==> config.mk <==
export PLATFORM = sky130hd
export DESIGN_NAME = frame_patch_writer_flat
export DESIGN_NICKNAME = d
export VERILOG_FILES = /design/src/rtl/frame_patch_pkg.sv /design/src/rtl/frame_patch_writer_if.sv /design/src/rtl/patch_rd_fifo.sv /design/src/rtl/frame_patch_writer.sv /design/src/flat_wrapper.sv
export SDC_FILE = /design/constraint.sdc
export NUM_CORES = 1
export LEC_CHECK = 0
export CAP_MARGIN = 30
export CORE_MARGIN = 8
export CORE_UTILIZATION = 40
export CTS_CLUSTER_SIZE = 10
export DETAILED_ROUTE_END_ITERATION = 7
export PLACE_DENSITY = 0.68
export SETUP_SLACK_MARGIN = 0.4
export SYNTH_ARGS = -nofsm -noshare
export SYNTH_HDL_FRONTEND = slang
export SYNTH_SLANG_ARGS = --single-unit
==> constraint.sdc <==
create_clock -name clk -period 3.83 [get_ports clk]
set_input_delay 0.766 -clock clk [delete_from_list [all_inputs] [get_ports clk]]
set_output_delay 0.766 -clock clk [all_outputs]
set_load 0.02 [all_outputs]
==> src/rtl/frame_patch_pkg.sv <==
// Shared types and constants for the frame patch/replay path.
// Sits between bit_flip and the ICAP write-back path.
package frame_patch_pkg;

    localparam int unsigned FRAME_WORDS_DEF = 202;
    localparam int unsigned ADDR_W_DEF      = 13;
    localparam int unsigned DATA_W_DEF      = 32;
    // Header offset shared with bit_flip address generation
    localparam int unsigned HDR_OFFSET      = 105;

    typedef enum logic [2:0] {
        IDLE,
        WAIT_FLIP,
        PATCH,
        STREAM,
        FIN
    } state_e;

endpackage

==> src/rtl/frame_patch_writer_if.sv <==
// BRAM port and replay stream bundle between the patch writer and its neighbours.
interface frame_patch_writer_if #(
    parameter int unsigned ADDR_W = frame_patch_pkg::ADDR_W_DEF,
    parameter int unsigned DATA_W = frame_patch_pkg::DATA_W_DEF
);
    logic              bram_en;
    logic              bram_we;
    logic [ADDR_W-1:0] bram_addr;
    logic [DATA_W-1:0] bram_wdata;
    logic [DATA_W-1:0] bram_rdata;
    logic              m_valid;
    logic              m_ready;
    logic [DATA_W-1:0] m_data;
    logic              m_last;

    modport master (
        output bram_en, bram_we, bram_addr, bram_wdata,
        input  bram_rdata,
        output m_valid, m_data, m_last,
        input  m_ready
    );

    modport slave (
        input  bram_en, bram_we, bram_addr, bram_wdata,
        output bram_rdata,
        input  m_valid, m_data, m_last,
        output m_ready
    );
endinterface

==> src/rtl/patch_rd_fifo.sv <==
// Two-entry read-return FIFO; an arriving word is visible at the head in the
// cycle it returns from the BRAM so an empty FIFO adds no latency.
module patch_rd_fifo #(
    parameter int unsigned W = 33
) (
    input  logic         clk,
    input  logic         rst_n,
    input  logic         push,
    input  logic [W-1:0] push_data,
    input  logic         pop,
    output logic         valid_c,
    output logic [W-1:0] head_c,
    output logic [1:0]   count
);

    logic [W-1:0] mem [2];
    logic         rd_idx;
    logic         wr_idx;
    logic         store;
    logic         take;

    assign valid_c = (count != 2'd0) || push;
    assign head_c  = (count != 2'd0) ? mem[rd_idx] : push_data;
    // A returning word popped straight through never occupies an entry
    assign store   = push && !((count == 2'd0) && pop);
    assign take    = pop && (count != 2'd0);

    always_ff @(posedge clk) begin
        if (store) begin
            mem[wr_idx] <= push_data;
        end
    end

    always_ff @(posedge clk or negedge rst_n) begin
        if (!rst_n) begin
            rd_idx <= 1'b0;
            wr_idx <= 1'b0;
            count  <= 2'd0;
        end else begin
            if (store) wr_idx <= ~wr_idx;
            if (take)  rd_idx <= ~rd_idx;
            count <= count + 2'(store) - 2'(take);
        end
    end

endmodule

==> src/rtl/frame_patch_writer.sv <==
// Writes the flipped word into the readback frame BRAM, then replays the whole
// patched frame on a valid/ready stream; one patch-and-replay per start pulse.
module frame_patch_writer
    import frame_patch_pkg::*;
#(
    parameter int unsigned FRAME_WORDS = FRAME_WORDS_DEF,
    parameter int unsigned ADDR_W      = ADDR_W_DEF,
    parameter int unsigned DATA_W      = DATA_W_DEF
) (
    input  logic                 clk,
    input  logic                 rst_n,
    input  logic                 start,
    input  logic                 flip_done,
    input  logic [DATA_W-1:0]    patch_word,
    input  logic [ADDR_W-1:0]    patch_addr,
    frame_patch_writer_if.master bus,
    output logic                 busy,
    output logic                 done,
    output logic                 addr_err
);

    localparam logic [ADDR_W:0]   FRAME_WORDS_X = (ADDR_W+1)'(FRAME_WORDS);
    localparam logic [ADDR_W-1:0] LAST_ADDR     = ADDR_W'(FRAME_WORDS - 1);

    state_e              state_q;
    state_e              state_d;
    logic [DATA_W-1:0]   word_q;
    logic [ADDR_W-1:0]   addr_q;
    logic [ADDR_W-1:0]   rd_ptr_q;
    logic                rd_all_q;
    logic                rvalid_q;
    logic                rlast_q;
    logic                addr_err_q;

    logic                bram_en_c;
    logic                bram_we_c;
    logic [ADDR_W-1:0]   bram_addr_c;
    logic [DATA_W-1:0]   bram_wdata_c;
    logic                patch_ok_c;
    logic                issue_c;
    logic                pop_c;
    logic                fifo_valid_c;
    logic [DATA_W:0]     fifo_head_c;
    logic [1:0]          fifo_count;

    assign patch_ok_c = {1'b0, addr_q} < FRAME_WORDS_X;
    // Reads are throttled so stored plus in-flight words never exceed the FIFO depth
    assign issue_c    = (state_q == STREAM) && !rd_all_q &&
                        ((3'(fifo_count) + 3'(rvalid_q)) < 3'd2);
    assign pop_c      = fifo_valid_c && bus.m_ready;

    patch_rd_fifo #(.W(DATA_W + 1)) u_rd_fifo (
        .clk       (clk),
        .rst_n     (rst_n),
        .push      (rvalid_q),
        .push_data ({rlast_q, bus.bram_rdata}),
        .pop       (pop_c),
        .valid_c   (fifo_valid_c),
        .head_c    (fifo_head_c),
        .count     (fifo_count)
    );

    always_ff @(posedge clk or negedge rst_n) begin
        if (!rst_n) begin
            state_q <= IDLE;
        end else begin
            state_q <= state_d;
        end
    end

    // Next state and BRAM port drive
    always_comb begin
        state_d      = state_q;
        bram_en_c    = 1'b0;
        bram_we_c    = 1'b0;
        bram_addr_c  = '0;
        bram_wdata_c = '0;
        case (state_q)
            IDLE: begin
                if (start) state_d = WAIT_FLIP;
            end
            WAIT_FLIP: begin
                if (flip_done) state_d = PATCH;
            end
            PATCH: begin
                if (patch_ok_c) begin
                    bram_en_c    = 1'b1;
                    bram_we_c    = 1'b1;
                    bram_addr_c  = addr_q;
                    bram_wdata_c = word_q;
                end
                state_d = STREAM;
            end
            STREAM: begin
                if (issue_c) begin
                    bram_en_c   = 1'b1;
                    bram_addr_c = rd_ptr_q;
                end
                if (pop_c && fifo_head_c[DATA_W]) state_d = FIN;
            end
            FIN: begin
                state_d = IDLE;
            end
            default: begin
                state_d = IDLE;
            end
        endcase
    end

    always_ff @(posedge clk or negedge rst_n) begin
        if (!rst_n) begin
            word_q     <= '0;
            addr_q     <= '0;
            rd_ptr_q   <= '0;
            rd_all_q   <= 1'b0;
            rvalid_q   <= 1'b0;
            rlast_q    <= 1'b0;
            addr_err_q <= 1'b0;
        end else begin
            rvalid_q <= issue_c;
            rlast_q  <= issue_c && (rd_ptr_q == LAST_ADDR);
            if (state_q == IDLE && start) begin
                addr_err_q <= 1'b0;
            end
            if (state_q == WAIT_FLIP && flip_done) begin
                word_q <= patch_word;
                addr_q <= patch_addr;
            end
            if (state_q == PATCH) begin
                rd_ptr_q <= '0;
                rd_all_q <= 1'b0;
                if (!patch_ok_c) addr_err_q <= 1'b1;
            end
            if (issue_c) begin
                if (rd_ptr_q == LAST_ADDR) begin
                    rd_all_q <= 1'b1;
                end else begin
                    rd_ptr_q <= rd_ptr_q + ADDR_W'(1);
                end
            end
        end
    end

    assign bus.bram_en    = bram_en_c;
    assign bus.bram_we    = bram_we_c;
    assign bus.bram_addr  = bram_addr_c;
    assign bus.bram_wdata = bram_wdata_c;
    assign bus.m_valid    = fifo_valid_c;
    assign bus.m_data     = fifo_head_c[DATA_W-1:0];
    assign bus.m_last     = fifo_head_c[DATA_W];

    assign busy     = (state_q == WAIT_FLIP) || (state_q == PATCH) || (state_q == STREAM);
    assign done     = (state_q == FIN);
    assign addr_err = addr_err_q;

endmodule
==> src/flat_wrapper.sv <==
// flat-port wrapper written by rule: the top's interface ports become plain ports
module frame_patch_writer_flat import frame_patch_pkg::*;
#(
    parameter int unsigned FRAME_WORDS = FRAME_WORDS_DEF,
    parameter int unsigned ADDR_W      = ADDR_W_DEF,
    parameter int unsigned DATA_W      = DATA_W_DEF
)
  (clk, rst_n, start, flip_done, patch_word, patch_addr, busy, done, addr_err, bus_bram_en, bus_bram_we, bus_bram_addr, bus_bram_wdata, bus_bram_rdata, bus_m_valid, bus_m_data, bus_m_last, bus_m_ready);
  frame_patch_writer_if #(.ADDR_W(ADDR_W), .DATA_W(DATA_W)) bus_i ();
  input  logic clk;
  input  logic rst_n;
  input  logic start;
  input  logic flip_done;
  input  logic [DATA_W-1:0] patch_word;
  input  logic [ADDR_W-1:0] patch_addr;
  output logic busy;
  output logic done;
  output logic addr_err;
  output wire logic [$bits(bus_i.bram_en)-1:0] bus_bram_en;
  output wire logic [$bits(bus_i.bram_we)-1:0] bus_bram_we;
  output wire logic [$bits(bus_i.bram_addr)-1:0] bus_bram_addr;
  output wire logic [$bits(bus_i.bram_wdata)-1:0] bus_bram_wdata;
  input wire logic [$bits(bus_i.bram_rdata)-1:0] bus_bram_rdata;
  output wire logic [$bits(bus_i.m_valid)-1:0] bus_m_valid;
  output wire logic [$bits(bus_i.m_data)-1:0] bus_m_data;
  output wire logic [$bits(bus_i.m_last)-1:0] bus_m_last;
  input wire logic [$bits(bus_i.m_ready)-1:0] bus_m_ready;
  assign bus_bram_en = bus_i.bram_en;
  assign bus_bram_we = bus_i.bram_we;
  assign bus_bram_addr = bus_i.bram_addr;
  assign bus_bram_wdata = bus_i.bram_wdata;
  assign bus_i.bram_rdata = bus_bram_rdata;
  assign bus_m_valid = bus_i.m_valid;
  assign bus_m_data = bus_i.m_data;
  assign bus_m_last = bus_i.m_last;
  assign bus_i.m_ready = bus_m_ready;
  frame_patch_writer #(.FRAME_WORDS(FRAME_WORDS), .ADDR_W(ADDR_W), .DATA_W(DATA_W)) u_core (.clk(clk), .rst_n(rst_n), .start(start), .flip_done(flip_done), .patch_word(patch_word), .patch_addr(patch_addr), .bus(bus_i), .busy(busy), .done(done), .addr_err(addr_err));
endmodule
---- Yosys cells after proc, flatten, opt, wreduce, memory -nomap -nowiden ----
Memories as Yosys holds them, arrays and structs flattened.
Index checks and enable logic that the tools add are counted.
word-level totals
  bits in registers ....................... 69
  memories ................................ 1
  output and inout port bits .............. 84
  bits in writable memories ............... 66
  bits of input ports ..................... 82
  logic and storage cells ................. 72
memories
  name                  words  bits a word  read ports  clocked after Yosys merged registers in  wr ports  line                 RTL
  u_core.u_rd_fifo.mem  2      33           1           0                                        1         patch_rd_fifo.sv:16  logic [W-1:0] mem [2];
cells by class
  reductions and logical operators ........ 19
  bitwise operators ....................... 2
  $add $sub $neg .......................... 4
  magnitude comparators ................... 2
  equality and inequality tests ........... 8
  multiplexer cells ....................... 25
operators with widths
  operator                                                     count
  2-to-1 mux 13 bit                                            5
  2-to-1 mux 32 bit                                            2
  2-to-1 mux 33 bit                                            1
  case mux 13 bit (2 select lines)                             1
  adder 13 x 1 -> 13 bit, second input constant                1
  equality test 13 x 8 -> 1 bit, second input constant         1
  less-than comparator 13 x 8 -> 1 bit, second input constant  1
  case mux 3 bit (4 select lines)                              1
  2-to-1 mux 1 bit                                             11
  logical AND 1 bit                                            10
  2-to-1 mux 3 bit                                             3
  equality test 3 x 2 -> 1 bit, second input constant          2
  inequality test 2 bit, second input constant                 3
  adder 2 x 1 -> 3 bit                                         1
  equality test 3 x 1 -> 1 bit, second input constant          1
  equality test 3 bit, second input constant                   1
  zero test 3 bit                                              1
  logical OR 1 bit                                             3
  less-than comparator 3 x 2 -> 1 bit, second input constant   1
  AND reduction 3 bit                                          1
  adder 2 x 1 -> 2 bit                                         1
  zero test 1 bit                                              2
  zero test 2 bit                                              1
  inverter 1 bit                                               2
  other kinds (3)                                              3

---- Longest topological paths before layout ----
Gate-level depths: netlist of the first run.
  depth after elaboration ................. 8
  mapped depth ............................ 7
  mapped depth without buffers ............ 7

---- Modules after synthesis ----
From an unflattened synthesis of the first run, not the netlist that was laid out.
second synthesis, totals
  cell total of the unflattened synthesis .. 465
  area, all modules ....................... 6202.2 um^2
by module, submodules not included
  module              area each (um^2)  times used  seq. area each (um^2)  cells each
  frame_patch_writer  3106.7            1           1626.6                 262
  patch_rd_fifo       3095.5            1           2082.0                 203

---- Worst setup path before layout of the first run ----
OpenSTA, ideal clock, no wires.
  kind .................................... input port to flip-flop
  from .................................... input bus_m_ready
  to ...................................... memory u_core.u_rd_fifo.mem[0][0], enable pin
  cell stages on the path ................. 3
  data required time ...................... 3.407 ns
  library setup time ...................... 0.423 ns
  arrival time ............................ 2.410 ns
  slack ................................... 0.997 ns
  cell sequence ........................... inv_1 o21ai_0 nor2_1
on the way
  cells in the longest elaborated chain, start to end .. 6
RTL lines
  what                                    line                      RTL
  start, declared                         flat_wrapper.sv:27        input wire logic [$bits(bus_i.m_ready)-1:0] bus_m_ready;
  logical AND 1 bit                       frame_patch_writer.sv:50  assign pop_c = fifo_valid_c && bus.m_ready;
  logical AND 1 bit                       patch_rd_fifo.sv:25       assign store = push && !((count == 2'd0) && pop);
  zero test 1 bit                         patch_rd_fifo.sv:25
  logical AND 1 bit                       patch_rd_fifo.sv:25
  2-to-1 mux 1 bit                        patch_rd_fifo.sv:29       if (store) begin
  2-to-1 mux 1 bit (not written as such)  patch_rd_fifo.sv:30       mem[wr_idx] <= push_data;
  end, declared                           patch_rd_fifo.sv:16
No other way between the ends.

---- Final worst setup path of the first run ----
  from .................................... register u_core.state_q[0]
  to ...................................... output bus_bram_addr[0]
on the way
  cells in the longest elaborated chain, start to end .. 5
RTL lines
  what                                  line                                                RTL
  start, declared                       frame_patch_writer.sv:25                            state_e state_q;
  start signal, assigned                frame_patch_writer.sv:67                            state_q <= state_d;
  equality test 3 x 2 -> 1 bit          frame_patch_writer.sv:48, frame_patch_writer.sv:78
  logical AND 1 bit (2 in series)       frame_patch_writer.sv:48                            assign issue_c = (state_q == STREAM) && !rd_all_q &&
  2-to-1 mux 13 bit                     frame_patch_writer.sv:95                            if (issue_c) begin
  case mux 13 bit (2 select lines) (*)  frame_patch_writer.sv:78                            case (state_q)
  end, declared                         flat_wrapper.sv:21                                  output wire logic [$bits(bus_i.bram_addr)-1:0] bus_bram_addr;
Every way passes the cells marked *; elsewhere a longest branch is shown, timed or not.

==> results of run 1 <==
[cell type report]
cell class,count,area share (%)
multi-input combinational,290,26.6
clock buffer,23,5.44
clock inverter,9,1.45
timing repair buffer,173,20.2
tap,188,2.73
sequential,135,43.2
inverter,8,0.378
[worst max-delay path, cell delays in order (launching register included)]
cell and delay, ns:
dfrtp_1 0.49, nor2_4 0.20, nand2_4 0.14, nor3_4 0.25, buf_12 0.21, a32o_1 0.19, clkdlybuf4s50_1 0.61
[kinds of logic (layout without fill, tap and decap cells)]
logic type | Yosys count | in the layout | synth area share, %
AND/OR/NAND/NOR | 136 | 136 | 12.6
flip-flops | 135 | 135 | 59.5
multiplexers | 88 | 88 | 16.8
XOR/XNOR | 4 | 4 | 0.562
AO/OA/AOI/OAI | 58 | 58 | 5.64
adder cells (fa/ha/maj) | 4 | 4 | 0.803
buffers and inverters | 34 | 213 | 4.16
[stage by stage]
stage	power [mW]	util, %	instances
after floorplan	3.99	-	459
after global placement	4.87	52.5	794
after detailed placement	4.93	52.5	794
after CTS	6.59	56.4	826
after global routing	6.89	56.6	826
final	6.51	56.6	826
[sequential cells by signal (all words and copies together) (netlist names)]
register and cells:
u_core.addr_q 13, u_core.addr_err 1, u_core.u_rd_fifo.count 2, u_core.u_rd_fifo.rd_idx 1, u_core.state_q 3, u_core.rd_ptr_q 13
u_core.word_q 32, u_core.rlast_q 1, u_core.rvalid_q 1, u_core.u_rd_fifo.wr_idx 1, u_core.u_rd_fifo.mem 66, u_core.rd_all_q 1
[where the power goes]
part           leakage (nW)  internal [mW]  switching, mW
Clock                 0.289           1.05          0.579
Sequential             1.44           2.01          0.324
Combinational          1.81           1.29           1.26
[synth_stat cells, types with 2 or more instances]
library cell  number
edfxtp_1          66
and2_1            41
buf_6              7
xnor2_1            3
and3_1             3
or2_2              2
inv_1              7
a31oi_1            4
nor4_1             2
a21oi_1           37
nand3b_1           2
nand4_1            3
o21ai_0            3
mux2i_1           43
clkbuf_1           2
ha_1               4
buf_12             4
mux2_4            29
a22o_1             7
nand2_1           15
nand3_1            9
nor3_1             4
nor4b_2            2
buf_1              4
nor2_1            42
dfrtp_1           69
buf_2              8
mux2_2            16
[metal layers]
metal  share of wire, %  vias to the layer above
met1                 44                     2014
met2                 46                      148
met3                9.7                       12
met5                  0                        -
li1                   -                     1977
met4               0.63                        0
[worst paths after layout]
kind / slack, ns / startpoint / to
worst max register to register: 1.23 / u_core.u_rd_fifo.count[0] / u_core.u_rd_fifo.count[1]
worst max-delay path: 0.56 / u_core.state_q[0] / bus_bram_addr[0]
worst min-delay path: 0.30 / rst_n / u_core.addr_q[0]
worst min register to register: 0.48 / u_core.rlast_q / u_core.u_rd_fifo.mem[1][32]
max in group asynchronous: 2.51 / rst_n / u_core.word_q[27]
min in group clk: 0.48 / u_core.rlast_q / u_core.u_rd_fifo.mem[1][32]
[repair_timing]
action | 4_1_cts | 5_1_grt
endpoints found under the setup margin | 51 | 40
cloned | 0 | 0
gates resized for setup | 5 | 8
==> results.md, run 1 <==
- Status: complete, no violations
- Post-route cell area: 0.00860 sq mm
- Layout cells sized above 1: 15.7%
- Worst slew margin: 35.2%
- Commonest non-fill, non-tap cell in the layout: clkdlybuf4s50_1
- Worst ir drop on vdd: 0.306 mV
- Initial Util: 41.0%
- Routability cong.: 0.832
- Total grt overflow: 0
- Routed vias/inst: 5.03
- RSZ-0062 raised after global routing: false
- Leak pwr: 3.54 nW
- Syn_area_per_cell: 13.6 sq um
- Pre-Repair DR Iteration Count: 4
- Syn Inst Count: 459
- Port bufs: 165
- Initial antenna violation count: 0
- Post-CTS Hold Fix Bufs: 0
- Total Routing Usage GR: 15.4%
- Synth top area share: 31.8%
- Via Count: 4151
- Post-DP Area: 0.00798 sq mm
- Met3 Use GR: 7.26%
- CTS tree: done
- Hold Worst Slack: 0.304 ns
- Hold crit path type: primary input to async pin
- GR Layer Usage met1: 19.5%
- Pwr Density: 757 mW/mm^2
- R2R cell count: 7
- Area grow syn2layout: 38.0%
- Min Tclk post-route: 3.27 ns
- Worst-margin pin slew: 0.962 ns
- Synth Flop Type: dfrtp_1
- Met2 GRT Util: 23.1%
- # diodes: 0
- Syn Std Cell Area: 0.00623 sq mm
- CTS root buf: clkbuf_16
- Final number of setup-violating endpoints: 0
- WP data arrival: 2.51 ns
- Core ar.: 0.0152 sq mm
- Worst-path clk slew: 0.06 ns
- Final net count: 711
- Crit start category: flop
- Cts bufs inserted: 17
- Largest net degree at the start of global routing: 50
- Layout fillers: 1227
- Net Count, Synth: 545
- Reg area: 0.00371 sq mm
- Number of global-route vias before repair: 4389
- Multi-input gate area: 0.00229 sq mm
- TNS Setup: 0 ns
- TritonCTS Sinks: 135
- Remaining antenna violation count: 0
- First-pass GRT wire length: 24000 microns
- Fmax: 0.306 GHz
- Deepest clock path buffer count: 2
- Final hold viol count: 0
- Rows: 45
- HPWL Detailed: 10600 microns
- # DRC: 0
- I/O pin count: 166
- Skew-Pair Late Insertion Delay: 0.42 ns
- Die ar.: 0.0198 sq mm
- Final setup margin: 0.559 ns
- H-tree depth: 4
- Synth async-reset ratio: 51.1%
- Layer with the highest usage: met2
- CP Class: flop to primary output
- Post-CTS setup buffers: 0
- Wire per inst: 18.1 microns
- Drt initial violations: 257
- EDFF count, synth: 66
- CP Capture Type: primary output
- Yosys reg bits: 135
- Post-synthesis sequential area ratio: 59.5%
- Die width: 141 microns
- Worst EP required: 3.06 ns
- Leading cell types in the layout, fill and taps excluded: 158 x clkdlybuf4s50_1, 66 x dfrtp_1, 66 x edfxtp_1
- YS warnings: 0
- Final period util: 85.4%
- Synth area leaders: edfxtp_1 32%, dfrtp_1 28%, mux2_4 7.0%
- Setup Skew: 0.00738 ns
- Place WS: 0.725 ns
- DIE HEIGHT: 141 microns
- Final wirelength: 14900 microns
- Max Cap Viol: 0
- Worst-path fanout max: 42
- Slew Viols, Final: 0
- Post-synth top area cell: edfxtp_1
- Distinct cells, synth: 49
Power figures use the tool's default switching activity.
==> run 2, diff against run 1 <==
--- a/config.mk
+++ b/config.mk
@@ -5,12 +5,15 @@
 export SDC_FILE = /design/constraint.sdc
 export NUM_CORES = 1
 export LEC_CHECK = 0
-export CAP_MARGIN = 30
+export CAP_MARGIN = 20
+export CELL_PAD_IN_SITES_DETAIL_PLACEMENT = 1
+export CELL_PAD_IN_SITES_GLOBAL_PLACEMENT = 2
 export CORE_MARGIN = 8
-export CORE_UTILIZATION = 40
+export CORE_UTILIZATION = 35
 export CTS_CLUSTER_SIZE = 10
 export DETAILED_ROUTE_END_ITERATION = 7
-export PLACE_DENSITY = 0.68
+export MAX_ROUTING_LAYER = met4
+export PLACE_DENSITY_LB_ADDON = 0.1
 export SETUP_SLACK_MARGIN = 0.4
 export SYNTH_ARGS = -nofsm -noshare
 export SYNTH_HDL_FRONTEND = slang
==> run 2 against run 1 <==
Effect of this change: combinational power up 3%; first-iteration DRC count down 32%; clock power hardly changed; highest routed layer unchanged; non-clock buffer count did not move; critical endpoint unchanged.
==> results.md, run 2 (synthesis gave the netlist of run 1 again) <==
- Port bufs: 165
- Worst slew margin: 38.0%
- Pre-Repair DR Iteration Count: 4
- Min Tclk post-route: 3.29 ns
- TritonCTS Sinks: 135
- Top reg by flops: u_core.u_rd_fifo.mem
- Final net count: 711
- WP data arrival: 2.52 ns
- Met2 GRT Util: 24.2%
- Post-cts repair resize count: 1
- GR Layer Usage met1: 18.0%
- Leak pwr: 3.46 nW
- Worst-margin pin slew: 0.920 ns
- Hold Startpoint: u_core.rlast_q
- Routed vias/inst: 4.79
- Max Cap Viol: 0
- Number of global-route vias before repair: 4673
- Cts bufs inserted: 17
- Hold path depth: 0
- Non-filler cells, final: 868
- Initial antenna violation count: 1
- Met3 Use GR: 5.11%
- Setup Skew: 0.0105 ns
- Reg area: 0.00371 sq mm
- Layout fillers: 1837
- Critical-path top delay cell: clkdlybuf4s50_1
- CTS tree: done
- R2r endpoint: u_core.u_rd_fifo.count[1]
- Final hold viol count: 0
- Max reg flops: 66
- Worst EP required: 3.06 ns
- Status: complete, no violations
- Total Routing Usage GR: 15.2%
- HPWL Detailed: 11100 microns
- Routability cong.: 0.726
- Pwr Density: 756 mW/mm^2
- R2R Setup Slk: 1.26 ns
- Skew-Pair Late Insertion Delay: 0.41 ns
- Multi-input gate area: 0.00229 sq mm
- Post-CTS setup buffers: 0
- Layer with the highest usage: met2
- Initial Util: 35.2%
- I/O pin count: 166
- Leading cell types in the layout, fill and taps excluded: 164 x clkdlybuf4s50_1, 66 x edfxtp_1, 65 x dfrtp_1
- H-tree depth: 4
- R2R cell count: 7
- Post-CTS Hold Fix Bufs: 0
- Via Count: 4158
- RSZ-0062 raised after global routing: false
- Worst-path fanout max: 42
- CTS root buf: clkbuf_16
- Final number of setup-violating endpoints: 0
- Hold path endpoint: u_core.u_rd_fifo.mem[0][32]
- Remaining antenna violation count: 0
- Deepest clock path buffer count: 2
- Wire per inst: 18.5 microns
- Layout cells sized above 1: 16.0%
- Worst-path clk slew: 0.06 ns
- Largest regs: u_core.u_rd_fifo.mem x66, u_core.word_q x32
- Worst ir drop on vdd: 0.356 mV
- Crit start category: flop
- TNS Setup: 0 ns
- Rows: 49
- Die ar.: 0.0223 sq mm
- Core ar.: 0.0177 sq mm
- Placed cells: 835
- Final wirelength: 16000 microns
- CP Capture Type: primary output
- Fmax: 0.304 GHz
- Slew Viols, Final: 0
- Reg-to-Reg Start: u_core.u_rd_fifo.count[0]
- DIE HEIGHT: 149 microns
- Largest net degree at the start of global routing: 70
- Area grow syn2layout: 38.8%
- First-pass GRT wire length: 25700 microns
- Ordered cell list for the critical path: nor2_4 -> nand2_4 -> nor3_4 -> buf_12 -> a32o_1 -> clkdlybuf4s50_1
- Total grt overflow: 0
- Hold crit path type: flop to flop
- Drt initial violations: 176
- CP max stage delay: 0.61 ns
- Total Power: 6.54 mW
- Die width: 149 microns
- Final period util: 85.8%
- Commonest non-fill, non-tap cell in the layout: clkdlybuf4s50_1
- CP Class: flop to primary output
- # DRC: 0
-- run 2: changes by cell type in the layout (fill, tap and decap cells not counted), moves of 2 or more --
cell             change
dlygate4sd2_1        -2
dlymetal6s2s_1       -4
clkbuf_8             -2
bufinv_16            -2
inv_6                +2
clkbuf_16            +3
clkdlybuf4s50_1      +6
-- run 2: final cells by class --
cell class                      instances  share of cell area, %
Timing Repair Buffer                  173                   20.0
Clock inverter                          8                  0.955
Inverter                                8                  0.376
Sequential cell                       135                   42.9
Multi-Input combinational cell        290                   26.4
Clock buffer                           24                   5.96
Antenna cell                            1                 0.0289
Tap cell                              229                   3.31
-- run 2: where the power goes --
| group | leakage [nW] | internal, mW | switching [mW] |
|---|---|---|---|
| Clock | 0.291 | 1.01 | 0.608 |
| Combinational | 1.72 | 1.29 | 1.33 |
| Sequential | 1.44 | 2.01 | 0.278 |
-- run 2: how the worst max path moves through the flow --
stage                            from                          to  slack, ns  cells after the start
floorplan                 bus_m_ready  u_core.u_rd_fifo.mem[0][0]        1.0                      3
global placement    u_core.state_q[2]            bus_bram_addr[0]       0.80                      6
detailed placement  u_core.state_q[2]            bus_bram_addr[0]       0.77                      6
CTS                 u_core.state_q[2]            bus_bram_addr[0]       0.40                      6
global route        u_core.state_q[2]            bus_bram_addr[0]       0.41                      6
finish              u_core.state_q[2]            bus_bram_addr[0]       0.54                      6
-- run 2: layer usage --
metal  wire length [microns]  share of wire [%]
met5                       0                  0
met4                     133               0.83
met3                    1150                7.1
met2                    7960                 50
met1                    6790                 42
-- run 2: stage by stage --
stage	util, %	hold slack, ns	cell area [sq um]	setup slack (ns)
2_1_floorplan	-	0.443	6230	0.997
3_3_place_gp	45.4	0.471	8040	0.803
3_5_place_dp	45.4	0.475	8040	0.768
4_1_cts	48.8	0.488	8640	0.402
5_1_grt	48.8	0.508	8650	0.413
6_report	48.8	0.487	8650	0.543
-- run 2: critical path, delay by kind of cell (launching register included) --
| family | cells | cell delay [ns] |
|---|---|---|
| flip-flops | 1 | 0.48 |
| AND/OR/NAND/NOR | 3 | 0.60 |
| buffers and inverters | 2 | 0.82 |
| AO/OA/AOI/OAI | 1 | 0.21 |
==> run 3, diff against run 2 <==
--- a/config.mk
+++ b/config.mk
@@ -5,11 +5,12 @@
 export SDC_FILE = /design/constraint.sdc
 export NUM_CORES = 1
 export LEC_CHECK = 0
+export ABC_AREA = 0
 export CAP_MARGIN = 20
-export CELL_PAD_IN_SITES_DETAIL_PLACEMENT = 1
-export CELL_PAD_IN_SITES_GLOBAL_PLACEMENT = 2
+export CELL_PAD_IN_SITES_DETAIL_PLACEMENT = 0
+export CELL_PAD_IN_SITES_GLOBAL_PLACEMENT = 1
 export CORE_MARGIN = 8
-export CORE_UTILIZATION = 35
+export CORE_UTILIZATION = 40
 export CTS_CLUSTER_SIZE = 10
 export DETAILED_ROUTE_END_ITERATION = 7
 export MAX_ROUTING_LAYER = met4
==> run 3 against run 2 <==
Effect of this change: hold slack lost 0.032 ns; maximum frequency rose by 0.23%; critical path depth unchanged; clock power about the same; clock skew is 0.0038 ns lower; global-route usage grew 0.51 points; sequential power is essentially flat; first-iteration DRC count increased by 22%; critical endpoint unchanged; largest cell class unchanged; highest routed layer unchanged.
==> results.md, run 3 (synthesis gave the netlist of run 1 again) <==
- Min Tclk post-route: 3.28 ns
- CTS root buf: clkbuf_16
- Leak pwr: 3.46 nW
- Initial antenna violation count: 0
- Remaining antenna violation count: 0
- Deepest clock path buffer count: 2
- Wire per inst: 17.8 microns
- Crit start category: flop
- Layout fillers: 1276
- Top reg by flops: u_core.u_rd_fifo.mem
- Post-CTS Hold Fix Bufs: 0
- Worst-margin pin slew: 0.972 ns
- Worst slew margin: 35.1%
- Number of global-route vias before repair: 4359
- Max Cap Viol: 0
- Pre-Repair DR Iteration Count: 4
- Max reg flops: 66
- Initial Util: 41.0%
- Critical path origin: u_core.state_q[2]
- Final net count: 710
- Via Count: 4066
- Fmax: 0.305 GHz
- H-tree depth: 4
- Final period util: 85.6%
- Core ar.: 0.0152 sq mm
- Final wirelength: 14700 microns
- CTS tree: done
- Slew Viols, Final: 0
- Die width: 141 microns
- Pwr Density: 758 mW/mm^2
- Routed vias/inst: 4.92
- Worst ir drop on vdd: 0.339 mV
- TritonCTS Sinks: 135
- Final core occ: 56.6%
- Commonest non-fill, non-tap cell in the layout: clkdlybuf4s50_1
- CP Capture Type: primary output
- I/O pin count: 166
- Hold crit path type: primary input to async pin
- Die ar.: 0.0198 sq mm
- Rows: 45
- HPWL Detailed: 10400 microns
- # DRC: 0
- Drt initial violations: 215
- Total Routing Usage GR: 15.7%
- CP Class: flop to primary output
- Final hold viol count: 0
- Largest net degree at the start of global routing: 47
- Area grow syn2layout: 37.9%
- Worst-path fanout max: 34
- Leading cell types in the layout, fill and taps excluded: 164 x clkdlybuf4s50_1, 67 x dfrtp_1, 66 x edfxtp_1
- Setup Skew: 0.00673 ns
- Worst-path clk slew: 0.06 ns
- Cts bufs inserted: 17
- Port bufs: 165
- Routability cong.: 0.829
- Largest regs: u_core.u_rd_fifo.mem x66, u_core.word_q x32
- Reg-to-Reg Start: u_core.u_rd_fifo.count[0]
- First-pass GRT wire length: 23800 microns
- Total grt overflow: 0
- Worst EP required: 3.06 ns
- Status: complete, no violations
- DIE HEIGHT: 141 microns
- TNS Setup: 0 ns
- Layout cells sized above 1: 16.0%
- Skew-Pair Late Insertion Delay: 0.41 ns
- RSZ-0062 raised after global routing: false
- WP data arrival: 2.51 ns
- Final number of setup-violating endpoints: 0
## run 3: cell count changes in the layout (fill, tap and decap cells not counted), moves of 2 or more
cell and delta:
dfrtp_1 +2, clkinv_4 +4, bufinv_16 +2, dfrtp_2 -2, clkbuf_16 -3, clkbuf_1 -4
## run 3: area by class of cell
type / count / area (sq um) / share of cell area [%]
diodes: 1 / 2.50 / 0.0291
clock buffers: 17 / 425 / 4.95
clock inverters: 15 / 179 / 2.08
inverters: 8 / 32.5 / 0.378
multi-input cells: 290 / 2290 / 26.6
flip-flops and latches: 135 / 3710 / 43.2
well taps: 188 / 235 / 2.74
repair buffers: 172 / 1720 / 20.1
## run 3: report_power, final
part           total (mW)  internal [mW]  switching, mW
Clock                1.65           1.03          0.624
Combinational        2.59           1.28           1.31
Sequential           2.28           2.01          0.271
## run 3: worst paths after layout
path                            depth (start not counted)                     endpoint  slack (ns)
worst max register to register                          7    u_core.u_rd_fifo.count[1]        1.28
worst max-delay path                                    6             bus_bram_addr[0]        0.55
max in group asynchronous                               2            u_core.state_q[1]        2.66
worst min-delay path                                    1           u_core.rd_ptr_q[8]        0.45
worst min register to register                          0  u_core.u_rd_fifo.mem[0][32]        0.48
min in group clk                                        0  u_core.u_rd_fifo.mem[0][32]        0.48
## run 3: metrics by stage
| step | cells | setup slack [ns] | hold slack [ns] | power [mW] | cell area, sq um |
|---|---|---|---|---|---|
| final | 826 | 0.551 | 0.455 | 6.52 | 8600 |
| after global routing | 825 | 0.416 | 0.504 | 6.91 | 8600 |
| after CTS | 825 | 0.406 | 0.470 | 6.60 | 8590 |
| after detailed placement | 792 | 0.638 | 0.470 | 4.92 | 7980 |
| after global placement | 792 | 0.688 | 0.467 | 4.87 | 7980 |
| after floorplan | 459 | 0.997 | 0.443 | 3.99 | 6230 |
## run 3: layer usage
layer	track usage (%)	part of all wire (%)	up-vias
met2	24.8	48	108
met3	6.35	7.5	14
met4	4.69	0.95	0
met1	18.2	43	1958
met5	-	0	-
li1	-	-	1986
## run 3: critical path, cell delays in order (launching register included)
cell             delay, ns
dfrtp_1               0.51
nor2_4                0.22
nand2_4               0.15
nor3_4                0.21
buf_12                0.20
a32o_1                0.20
clkdlybuf4s50_1       0.61
## run 3: timing repair
item | CTS | global route
pin swaps | 1 | 0
endpoints found under the hold margin | 0 | 0
resized for setup | 1 | 2
setup endpoints to repair | 42 | 39
setup buffers | 1 | 0
